$ cat config.mk
export PLATFORM = sky130hd
export DESIGN_NAME = id_stage_ctrl
export DESIGN_NICKNAME = d
export VERILOG_FILES = /design/src/rtl/id_stage_ctrl_pkg.sv /design/src/rtl/id_op_classify.sv /design/src/rtl/id_stage_ctrl.sv
export SDC_FILE = /design/constraint.sdc
export NUM_CORES = 1
export LEC_CHECK = 0
export CAP_MARGIN = 10
export CELL_PAD_IN_SITES_DETAIL_PLACEMENT = 0
export CELL_PAD_IN_SITES_GLOBAL_PLACEMENT = 1
export CORE_ASPECT_RATIO = 0.5
export CORE_MARGIN = 1
export CORE_UTILIZATION = 37
export CTS_BUF_LIST = sky130_fd_sc_hd__clkbuf_8 sky130_fd_sc_hd__clkbuf_16
export DETAILED_ROUTE_END_ITERATION = 7
export PLACE_DENSITY_LB_ADDON = 0.1
export SYNTH_ARGS = -nofsm -noshare
export SYNTH_HDL_FRONTEND = slang
export SYNTH_SLANG_ARGS = --single-unit
$ cat constraint.sdc
create_clock -name clk -period 5.8 [get_ports clk]
set_clock_uncertainty 0.1 [all_clocks]
set_input_delay 1.16 -clock clk [delete_from_list [all_inputs] [get_ports clk]]
set_output_delay 1.16 -clock clk [all_outputs]
set_load 0.01 [all_outputs]
$ cat src/rtl/id_stage_ctrl_pkg.sv
// Shared decode definitions for the ID stage: RV32I opcodes, immediate format select, NOP.
package id_stage_ctrl_pkg;

    typedef enum logic [2:0] {
        IMM_I    = 3'd0,
        IMM_S    = 3'd1,
        IMM_B    = 3'd2,
        IMM_U    = 3'd3,
        IMM_J    = 3'd4,
        IMM_NONE = 3'd5
    } imm_type_e;

    localparam logic [6:0] OPC_LUI    = 7'b0110111;
    localparam logic [6:0] OPC_AUIPC  = 7'b0010111;
    localparam logic [6:0] OPC_JAL    = 7'b1101111;
    localparam logic [6:0] OPC_JALR   = 7'b1100111;
    localparam logic [6:0] OPC_BRANCH = 7'b1100011;
    localparam logic [6:0] OPC_LOAD   = 7'b0000011;
    localparam logic [6:0] OPC_STORE  = 7'b0100011;
    localparam logic [6:0] OPC_OP_IMM = 7'b0010011;
    localparam logic [6:0] OPC_OP     = 7'b0110011;
    localparam logic [6:0] OPC_SYSTEM = 7'b1110011;

    localparam logic [31:0] INST_NOP = 32'h0000_0013;

endpackage

$ cat src/rtl/id_op_classify.sv
// id_op_classify: RV32I opcode -> immediate format, register usage, rd and load flag.
// ID_ILLEGAL_DETECT_EN: unknown opcodes are flagged illegal and their rd is forced to 0.
module id_op_classify
    import id_stage_ctrl_pkg::*;
(
    input  logic [6:0] i_opcode,
    input  logic [4:0] i_rd_field,
    output imm_type_e  o_imm_type,
    output logic       o_rs1_used,
    output logic       o_rs2_used,
    output logic [4:0] o_rd,
    output logic       o_is_load,
    output logic       o_illegal
);

    always_comb begin
        o_imm_type = IMM_NONE;
        o_rs1_used = 1'b1;
        o_rs2_used = 1'b0;
        o_rd       = i_rd_field;
        o_is_load  = 1'b0;
        o_illegal  = 1'b0;
        case (i_opcode)
            OPC_OP_IMM, OPC_JALR, OPC_SYSTEM: o_imm_type = IMM_I;
            OPC_LOAD: begin
                o_imm_type = IMM_I;
                o_is_load  = 1'b1;
            end
            OPC_STORE: begin
                o_imm_type = IMM_S;
                o_rs2_used = 1'b1;
                o_rd       = '0;
            end
            OPC_BRANCH: begin
                o_imm_type = IMM_B;
                o_rs2_used = 1'b1;
                o_rd       = '0;
            end
            OPC_LUI, OPC_AUIPC: begin
                o_imm_type = IMM_U;
                o_rs1_used = 1'b0;
            end
            OPC_JAL: begin
                o_imm_type = IMM_J;
                o_rs1_used = 1'b0;
            end
            OPC_OP: o_rs2_used = 1'b1;
            default: begin
`ifdef ID_ILLEGAL_DETECT_EN
                o_illegal = 1'b1;
                o_rd      = '0;
`endif
            end
        endcase
    end

endmodule

$ cat src/rtl/id_stage_ctrl.sv
// id_stage_ctrl: IF/ID and ID/EX registers, handshake, load-use bubbles and flush for RV32I decode.
// ID_ILLEGAL_DETECT_EN (via id_op_classify) enables ex_illegal; otherwise it stays 0.
module id_stage_ctrl
    import id_stage_ctrl_pkg::*;
#(
    parameter int unsigned PC_WIDTH         = 32,
    parameter int unsigned LOAD_USE_BUBBLES = 1
) (
    input  logic                clk,
    input  logic                rst,
    input  logic                if_valid,
    input  logic [31:0]         if_inst,
    input  logic [PC_WIDTH-1:0] if_pc,
    output logic                if_ready,
    input  logic                flush,
    output logic [24:0]         imm_inst,
    output logic [2:0]          imm_type,
    input  logic [31:0]         imm_result,
    output logic                ex_valid,
    input  logic                ex_ready,
    output logic [31:0]         ex_inst,
    output logic [PC_WIDTH-1:0] ex_pc,
    output logic [31:0]         ex_imm,
    output logic [4:0]          ex_rd,
    output logic                ex_is_load,
    output logic                ex_illegal
);

    localparam logic [1:0] BUBBLE_RELOAD = 2'(LOAD_USE_BUBBLES - 1);

    logic                r_id_valid;
    logic [31:0]         r_id_inst;
    logic [PC_WIDTH-1:0] r_id_pc;
    logic                r_ex_valid;
    logic [31:0]         r_ex_inst;
    logic [PC_WIDTH-1:0] r_ex_pc;
    logic [31:0]         r_ex_imm;
    logic [4:0]          r_ex_rd;
    logic                r_ex_is_load;
    logic                r_ex_illegal;
    logic [1:0]          r_bubble_cnt;

    imm_type_e  w_imm_type;
    logic       w_rs1_used;
    logic       w_rs2_used;
    logic [4:0] w_rd;
    logic       w_is_load;
    logic       w_illegal;
    logic       w_ex_free;
    logic       w_rs_hit;
    logic       w_direct_hazard;
    logic       w_hazard;
    logic       w_advance;
    logic       w_take;

    id_op_classify u_classify (
        .i_opcode   (r_id_inst[6:0]),
        .i_rd_field (r_id_inst[11:7]),
        .o_imm_type (w_imm_type),
        .o_rs1_used (w_rs1_used),
        .o_rs2_used (w_rs2_used),
        .o_rd       (w_rd),
        .o_is_load  (w_is_load),
        .o_illegal  (w_illegal)
    );

    assign w_ex_free       = !r_ex_valid || ex_ready;
    assign w_rs_hit        = (w_rs1_used && (r_id_inst[19:15] == r_ex_rd)) ||
                             (w_rs2_used && (r_id_inst[24:20] == r_ex_rd));
    assign w_direct_hazard = r_id_valid && r_ex_valid && r_ex_is_load &&
                             (r_ex_rd != '0) && w_rs_hit;
    // The counter covers the extra bubbles after the first one, once the load has left EX.
    assign w_hazard        = w_direct_hazard || (r_bubble_cnt != '0);
    assign w_advance       = r_id_valid && w_ex_free && !w_hazard;
    assign if_ready        = !r_id_valid || w_advance;
    assign w_take          = if_valid && if_ready;

    assign imm_inst = r_id_valid ? r_id_inst[31:7] : '0;
    assign imm_type = r_id_valid ? w_imm_type : IMM_NONE;

    always_ff @(posedge clk) begin
        if (rst) begin
            r_id_valid   <= 1'b0;
            r_id_inst    <= '0;
            r_id_pc      <= '0;
            r_ex_valid   <= 1'b0;
            r_ex_inst    <= INST_NOP;
            r_ex_pc      <= '0;
            r_ex_imm     <= '0;
            r_ex_rd      <= '0;
            r_ex_is_load <= 1'b0;
            r_ex_illegal <= 1'b0;
            r_bubble_cnt <= '0;
        end else if (flush) begin
            r_id_valid   <= 1'b0;
            r_ex_valid   <= 1'b0;
            r_bubble_cnt <= '0;
        end else begin
            if (w_take) begin
                r_id_valid <= 1'b1;
                r_id_inst  <= if_inst;
                r_id_pc    <= if_pc;
            end else if (w_advance) begin
                r_id_valid <= 1'b0;
            end

            if (w_advance) begin
                r_ex_valid   <= 1'b1;
                r_ex_inst    <= r_id_inst;
                r_ex_pc      <= r_id_pc;
                r_ex_imm     <= imm_result;
                r_ex_rd      <= w_rd;
                r_ex_is_load <= w_is_load;
                r_ex_illegal <= w_illegal;
            end else if (w_ex_free) begin
                r_ex_valid <= 1'b0;
            end

            if (w_direct_hazard) begin
                r_bubble_cnt <= BUBBLE_RELOAD;
            end else if ((r_bubble_cnt != '0) && w_ex_free) begin
                r_bubble_cnt <= r_bubble_cnt - 2'd1;
            end
        end
    end

    assign ex_valid   = r_ex_valid;
    assign ex_inst    = r_ex_inst;
    assign ex_pc      = r_ex_pc;
    assign ex_imm     = r_ex_imm;
    assign ex_rd      = r_ex_rd;
    assign ex_is_load = r_ex_is_load;
    assign ex_illegal = r_ex_illegal;

endmodule
**After elaboration in Yosys (flattened, before gate mapping)**

Index checks and enable logic that the tools add are counted.

- Register bits: 170

- Equal/unequal tests: 12
- Bitwise logic cells: 1
- Reductions and logical operators: 30
- $add $sub $neg: 1
- Multiplexer cells: 11

Operator list:

| kind | number |
|---|---|
| 7-bit == test (second input constant) | 4 |
| 25-bit two-way mux | 1 |
| 7-bit by 6-bit == test with 1-bit output (second input constant) | 3 |
| 3-bit case mux with 5 select lines | 1 |
| 7-bit by 5-bit == test with 1-bit output (second input constant) | 2 |
| 5-bit == test | 2 |
| 1-bit logical AND | 10 |
| 3-bit OR reduction | 3 |
| 7-bit by 2-bit == test with 1-bit output (second input constant) | 1 |
| 1-bit two-way mux | 7 |
| 2-bit nonzero test | 3 |
| 2-bit OR reduction | 3 |
| 5-bit two-way mux | 1 |
| 5-bit nonzero test | 1 |
| 1-bit logical OR | 4 |
| 2-bit AND reduction | 2 |
| 4-bit OR reduction | 1 |
| 1-bit zero test | 3 |
| 3-bit two-way mux | 1 |
| 2-bit by 1-bit subtractor with 2-bit output (second input constant) | 1 |
| 1-bit inverter | 1 |

**Logic depth before layout (Yosys ltp)**

Gate-level depths: netlist of the first run.

- Word-level depth: 12
- Gate-level depth with buffers: 10
- Gate-level depth less buffers: 8

**Modules after synthesis**

A second synthesis of the first run with hierarchy kept.

- Cell total of the unflattened synthesis: 766
- Area, all modules: 7758.7 um2

Modules (own cells, without submodules):

| module | times used | area an instance (um2) | cells each | seq. area each (um2) |
|---|---|---|---|---|
| id_stage_ctrl | 1 | 7509.7 | 733 | 3423.3 |
| id_op_classify | 1 | 249.0 | 33 | 0.0 |

**Least setup slack after synthesis of the first run**

OpenSTA, ideal clock, no wires.

- Path kind: input -> output
- From: input port ex_ready
- To: output port if_ready
- Setup slack: 2.708 ns
- Required time: 4.540 ns
- Buffers on the path: 0
- Stages: 5
- Arrival time: 1.832 ns
- Path through: nand2b_1 nand2_1 o21ai_0 a41oi_2 inv_1

- Cells in the longest elaborated chain, start to end: 4

Ends and longest elaborated chain:

| element | line | text |
|---|---|---|
| start, declared | id_stage_ctrl.sv:20 | `input logic ex_ready,` |
| 1-bit logical OR | id_stage_ctrl.sv:67 | `assign w_ex_free = !r_ex_valid \|\| ex_ready;` |
| 1-bit logical AND (2 in a row) | id_stage_ctrl.sv:74 | `assign w_advance = r_id_valid && w_ex_free && !w_hazard;` |
| 1-bit logical OR | id_stage_ctrl.sv:75 | `assign if_ready = !r_id_valid \|\| w_advance;` |
| end, declared | id_stage_ctrl.sv:14 | `output logic if_ready,` |

Every way passes these cells.

**Worst setup path after layout of the first run**

Same ends and word-level chain as after synthesis.

==> metrics.txt, run 1 <==
setup violators final=0; Avg Cell Area, Syn=8.77 um^2; Max Fanout on Critical Path=5; Pwr Density=256 nW/um^2; CTS root buf=clkbuf_16; CTS buffer count=17; final instance area=10300 um^2; slowest stage delay, CP=0.55 ns; routed len/inst=16.7 um; Post-DRT Antenna Nets=0; Rows=36; Top Ports=234; non-filler instance count after layout=1295; DR DRC count=0; mapped cell area=7380 um^2; DIE WIDTH=202 um; Core Box Area=a little under 20000 um^2; largest net degree at the start of global routing=150; GP Congestion=0.773; ant diodes=0; Max-Cap Viols=0; Sw Share=22.3%; post-synthesis sequential area ratio=46.1%; CP top delay family=buffers and inverters; Cell variety after synth=40; number of fill cells in the layout=approximately 1800; RSZ-0062 raised after global routing=false; post-cts hold buffer count=0; Final Max Slew Viols=0; first-pass GRT wire length=34.0 mm; Critical Path Sink Type=primary output; Slowest-stage cell, CP=clkdlybuf4s50_1; Final Hold Viols=0; final period utilization=between 70 and 80%; fin nets=1121; setup TNS=0 ns; VDD IR max=around 0.19 mV; relative slew slack=25.8%; Placement Setup Slack=1.60 ns; initial antenna violation count=0; Slew @ Worst Pin=approximately 1.1 ns; Worst Setup Start Kind=input port; Req. time, crit path=approximately 4.5 ns; Comb pwr share=8.9%; clk sinks=170; leakage power=between 0.003 and 0.004 uW; Clock Power Share=44.7%; TritonCTS clock tree=built; flops & latches, synth=170; GR Overflow Total=0; post-synthesis cell count=841; Ys Warns=0; status=finished, final reports clean; drt pass-1 iters=5; H-tree Lvls=4; post-synth net total=around 940; via count=between 6000 and 7000; Achievable Freq=238 MHz; Internal=2060 uW; vias in the first global route=6107; placed cell count=1266; clock slew at reported path FFs=~0.070 ns; Post-CTS Setup Inserts=0; # port buffers=about 230; GRT Total Usage=20.9%; area post-placement=around 9800 um^2; Final Worst Setup Slack=about 1.6 ns; Seq pwr share=46.4%; CP Class=input port to primary output; via/cell ratio=5.03; Critical Path AT=2.94 ns; Die Y-Extent=102 um; cell mode on critical path=clkdlybuf4s50_1; number of buffers and inverters on the critical path=3; Post-CTS Resized=0; DRT iter0 DRCs=380; Final min period=4.20 ns; crit path cell chain=clkdlybuf4s50_1, nand2b_1, nand2_1, o21ai_0, a41oi_2, inv_1, clkdlybuf4s50_1; Syn-to-layout area delta=40.2%; drt total wl=21.6 mm; Starting Density=between 30 and 40%; deepest clock path buffer count=2; fraction of layout cells with a size suffix above 1=4.08%; Net Sw Power=592 uW; die area=roughly 21000 um^2; worst skew pair latency=0.42 ns; Hold WC Path Type=flop to flop; dpl hpwl=around 14 mm
## Yosys cell counts (all sizes together)
master / instances / area (um^2)
dfxtp: 170 / 3400
nand2b: 129 / 807
o21ai: 101 / 505
nand3: 98 / 490
a21oi: 96 / 480
mux2i: 67 / 671
clkbuf: 60 / 235
and2: 26 / 163
buf: 21 / 153
nor2: 15 / 56.3
xor2: 7 / 61.3
nor2b: 6 / 37.5
o31ai: 6 / 45.0
nand2: 5 / 18.8
inv: 4 / 15.0
xnor2: 4 / 35.0
a21boi: 3 / 26.3
nor3: 3 / 15.0
nor3b: 3 / 22.5
a211oi: 2 / 15.0
nand4: 2 / 12.5
a21bo: 1 / 10.0
a41oi: 1 / 16.3
and3: 1 / 6.26
and3b: 1 / 8.76
and4: 1 / 8.76
conb: 1 / 3.75
ha: 1 / 12.5
nor4: 1 / 6.26
o211ai: 1 / 7.51
or2: 1 / 6.26
or2b: 1 / 7.51
or3: 1 / 6.26
or4: 1 / 11.3
## sequential cells by signal, summed over array words and instances (netlist names)
signal        flops
ex_imm           32
ex_inst          32
ex_pc            32
r_id_inst        32
r_id_pc          32
ex_rd             5
r_bubble_cnt      2
ex_is_load        1
ex_valid          1
r_id_valid        1
## power groups by stage
stage / Combinational, uW / Sequential, uW / Clock (uW)
5_1_grt: 257 / 1230 / 1260
2_1_floorplan: 121 / 1250 / 0
4_1_cts: 238 / 1230 / 1210
6_report: 235 / 1230 / 1180
3_5_place_dp: 237 / 1250 / 0
3_3_place_gp: 235 / 1250 / 0
## cell families (layout without fill, tap and decap cells)
logic type / after synthesis / count (layout) / share of synthesized area [%]
buf+inv: 85 / 273 / 5.46
xor+xnor: 11 / 11 / 1.31
flops: 170 / 170 / 46.1
mux: 67 / 67 / 9.09
simple gates: 295 / 295 / 22.8
fa+ha+maj: 1 / 1 / 0.170
other cells: 1 / 1 / 0.0508
compound gates: 211 / 211 / 15.0
## layout by cell type, fill, tap and decap left out, types with 2 or more instances in the layout
cell	netlist	routed
nor2_1	15	14
a21oi_1	96	96
clkdlybuf4s50_1	0	231
o31ai_1	6	6
xnor2_1	4	4
mux2i_1	67	67
nor3_1	3	3
bufinv_16	0	4
nand2_1	5	5
o21ai_0	101	101
nand2b_1	129	129
clkbuf_16	0	17
nor2b_1	6	6
dfxtp_1	170	170
nand4_1	2	2
xor2_1	7	7
inv_1	4	8
nand3_1	98	98
and2_1	26	26
clkinvlp_4	0	2
a211oi_1	2	2
nor3b_1	3	2
buf_4	4	7
## worst min-delay path: cells and delay by family, from the launching register on
kind | cells | cell delay [ns]
AND/OR/NAND/NOR | 1 | 0.06
AO/OA/AOI/OAI | 1 | 0.05
flip-flops | 1 | 0.31
## cell type report
| type | count | area, um^2 | area share [%] |
|---|---|---|---|
| Multi-Input combinational cell | 586 | 3600 | 34.8 |
| Clock buffer | 18 | 439 | 4.24 |
| Clock inverter | 11 | 159 | 1.54 |
| Timing Repair Buffer | 240 | 2400 | 23.2 |
| Sequential cell | 170 | 3400 | 32.9 |
| Inverter | 4 | 15.0 | 0.145 |
| Tap cell | 266 | 333 | 3.22 |
## worst paths after layout
kind | startpoint | to | depth (start not counted) | slack, ns
worst max-delay path | ex_ready | if_ready | 7 | 1.60
worst max register to register | r_id_valid | ex_is_load | 6 | 2.71
worst min-delay path | r_id_pc[2] | ex_pc[2] | 2 | 0.36
worst min register to register | r_id_pc[2] | ex_pc[2] | 2 | 0.36
## per-layer routing
metal	GRT usage (%)	part of all wire (%)	vias to the layer above
li1	-	-	3231
met1	29.8	50	3127
met2	31.0	43	144
met3	6.15	5.9	17
met4	4.84	0.87	0
met5	0	0	-
## through the flow
stage          util, %  power, uW  hold slack [ns]
6_report          53.1       2650            0.358
5_1_grt           53.1       2750            0.377
4_1_cts           53.1       2670            0.364
3_5_place_dp      50.0       1490            0.356
3_3_place_gp      50.0       1490            0.349
2_1_floorplan        -       1370            0.344
No activity file was read; power rests on OpenSTA's default activity.
==> inputs of run 2 (changes only) <==
- CORE_UTILIZATION: 37 -> 31
- clock period: 5.8 -> 3.4 ns (I/O delays scaled with it)
==> metrics.txt, run 2 (same netlist as run 1, synthesis figures left out) <==
Post-DRT Antenna Nets=0 (unchanged); via/cell ratio=4.88 (-3.1%); initial antenna violation count=1 (+1); number of fill cells in the layout=2290 (+24%); Hold WC Path Type=flop to flop; DIE WIDTH=220 um (+9.2%); relative slew slack=44.3% (+18 points); Slowest-stage cell, CP=or4_4; Max-Cap Viols=0 (unchanged); Syn-to-layout area delta=44.2%; Achievable Freq=307 MHz; Final min period=3.26 ns; TritonCTS clock tree=built; Final Max Slew Viols=0 (unchanged); CTS root buf=clkbuf_16; first-pass GRT wire length=36.2 mm (+6.4%); DR DRC count=24 (+24); area post-placement=9950 um^2 (+2.1%); dpl hpwl=14.8 mm (+9.2%); post-cts hold buffer count=0 (unchanged); RSZ-0062 raised after global routing=false; Worst Setup Start Kind=flop; CTS buffer count=17 (unchanged); largest net degree at the start of global routing=124 (-17%); setup TNS=0 ns (unchanged); # port buffers=232 (unchanged); number of buffers and inverters on the critical path=2 (-1); Slew @ Worst Pin=0.836 ns (-0.276 ns); routed len/inst=17.1 um (+2.1%); Core Box Area=23100 um^2 (+18%); setup violators final=0 (unchanged); Req. time, crit path=2.62 ns (-1.92 ns); slowest stage delay, CP=0.60 ns (+0.05 ns); final instance area=10600 um^2 (+2.9%); Max Fanout on Critical Path=8 (+3); CP Class=flop to primary output; crit path cell chain=a21boi_2, nand4_1, or4_4, a41oi_4, inv_1, clkdlybuf4s50_1; fin nets=1130 (+0.80%); drt pass-1 iters=8 (+3); Rows=39 (+8.3%); leakage power=0.00362 uW (+3.1%); CP top delay family=simple AND/OR/NAND/NOR gates; Pwr Density=443 nW/um^2 (+73%); GP Congestion=0.745 (-3.7%); clock slew at reported path FFs=0.06 ns (about the same); die area=24500 um^2 (+19%); final period utilization=95.9%; H-tree Lvls=4 (unchanged); deepest clock path buffer count=2 (unchanged); Starting Density=32.0% (-5.9 points); final core occ=46.1% (-6.9 points); status=complete, but fails checks; via count=6576 (+0.87%); fraction of layout cells with a size suffix above 1=5.77% (+1.7 points); Top Ports=234 (unchanged); Final Hold Viols=0 (unchanged); clk sinks=170 (unchanged); VDD IR max=0.295 mV (+58%); DRT iter0 DRCs=480 (+26%); Critical Path Sink Type=primary output; violated checks=DRC; commonest non-fill, non-tap cells in the layout=231 x clkdlybuf4s50_1, 164 x dfxtp_1, 129 x nand2b_1, 100 x o21ai_0, 98 x nand3_1; Critical Path AT=2.48 ns (-0.46 ns); Die Y-Extent=111 um (+9.1%); GR Overflow Total=0 (unchanged); worst skew pair latency=0.44 ns (+0.02 ns); drt total wl=23.0 mm (+6.3%); commonest non-fill, non-tap cell in the layout=clkdlybuf4s50_1; vias in the first global route=6393 (+4.7%); GRT Total Usage=19.1% (-1.8 points)
==> run 2: cell types whose count changed in the layout (fill, tap and decap cells not counted), sizes merged <==
cell,previous run,this run
buf,9,18
bufinv,4,5
clkbuf,18,22
clkinv,1,0
clkinvlp,2,1
diode,0,1
inv,8,7
==> run 2: power by group <==
part	total (uW)	internal (uW)	switching (uW)
registers	2090	2050	43.4
clock network	2200	1390	811
logic	423	240	182
total	4720	3680	1040
==> run 2: repair_timing <==
action,CTS,global route
setup endpoints to repair,1,2
pin swaps,0,2
resized for setup,3,5
setup buffers,0,1
==> run 2: worst reg2reg max path: stages, from the launching register on <==
cell and delay, ns:
dfxtp_2 0.41, nor3b_1 0.28, nand2_1 0.16, nand4_1 0.25, a41oi_4 0.17, buf_4 0.17
nor3b_2 0.40, buf_12 0.33, mux2i_1 0.28
==> run 2: worst paths after layout <==
path | depth (start not counted) | end | slack, ns | from
setup / recovery | 6 | if_ready | 0.14 | r_id_inst[5]
hold / removal | 2 | ex_pc[9] | 0.36 | r_id_pc[9]
setup reg to reg | 8 | r_id_pc[1] | 0.77 | r_id_inst[4]
hold reg to reg | 2 | ex_pc[9] | 0.36 | r_id_pc[9]
==> run 2: stage by stage <==
step / worst slack [ns] / hold slack (ns) / cells / power [uW]
2_1_floorplan: 1.10 / 0.344 / 841 / 2340
3_3_place_gp: 0.278 / 0.350 / 1315 / 2560
3_5_place_dp: 0.178 / 0.357 / 1315 / 2560
4_1_cts: 0.0261 / 0.366 / 1346 / 4780
5_1_grt: 0.0173 / 0.383 / 1347 / 4910
6_report: 0.140 / 0.362 / 1348 / 4720
==> run 2: final cells by class <==
cell class                      instances  area, um^2  share of cell area, %
Inverter                                4        15.0                  0.141
Antenna cell                            1        2.50                 0.0235
Clock inverter                          9         169                   1.59
Multi-Input combinational cell        586        3620                   34.0
Tap cell                              307         384                   3.61
Timing Repair Buffer                  249        2550                   24.0
Clock buffer                           22         494                   4.64
Sequential cell                       170        3410                   32.0
==> run 2: routing by layer <==
layer / global-route usage, % / share of wire [%] / vias to the layer above
met5: 0 / 0 / -
met4: 5.20 / 1.0 / 0
met3: 5.65 / 5.1 / 17
met2: 28.8 / 45 / 140
met1: 26.1 / 49 / 3159
li1: - / - / 3260
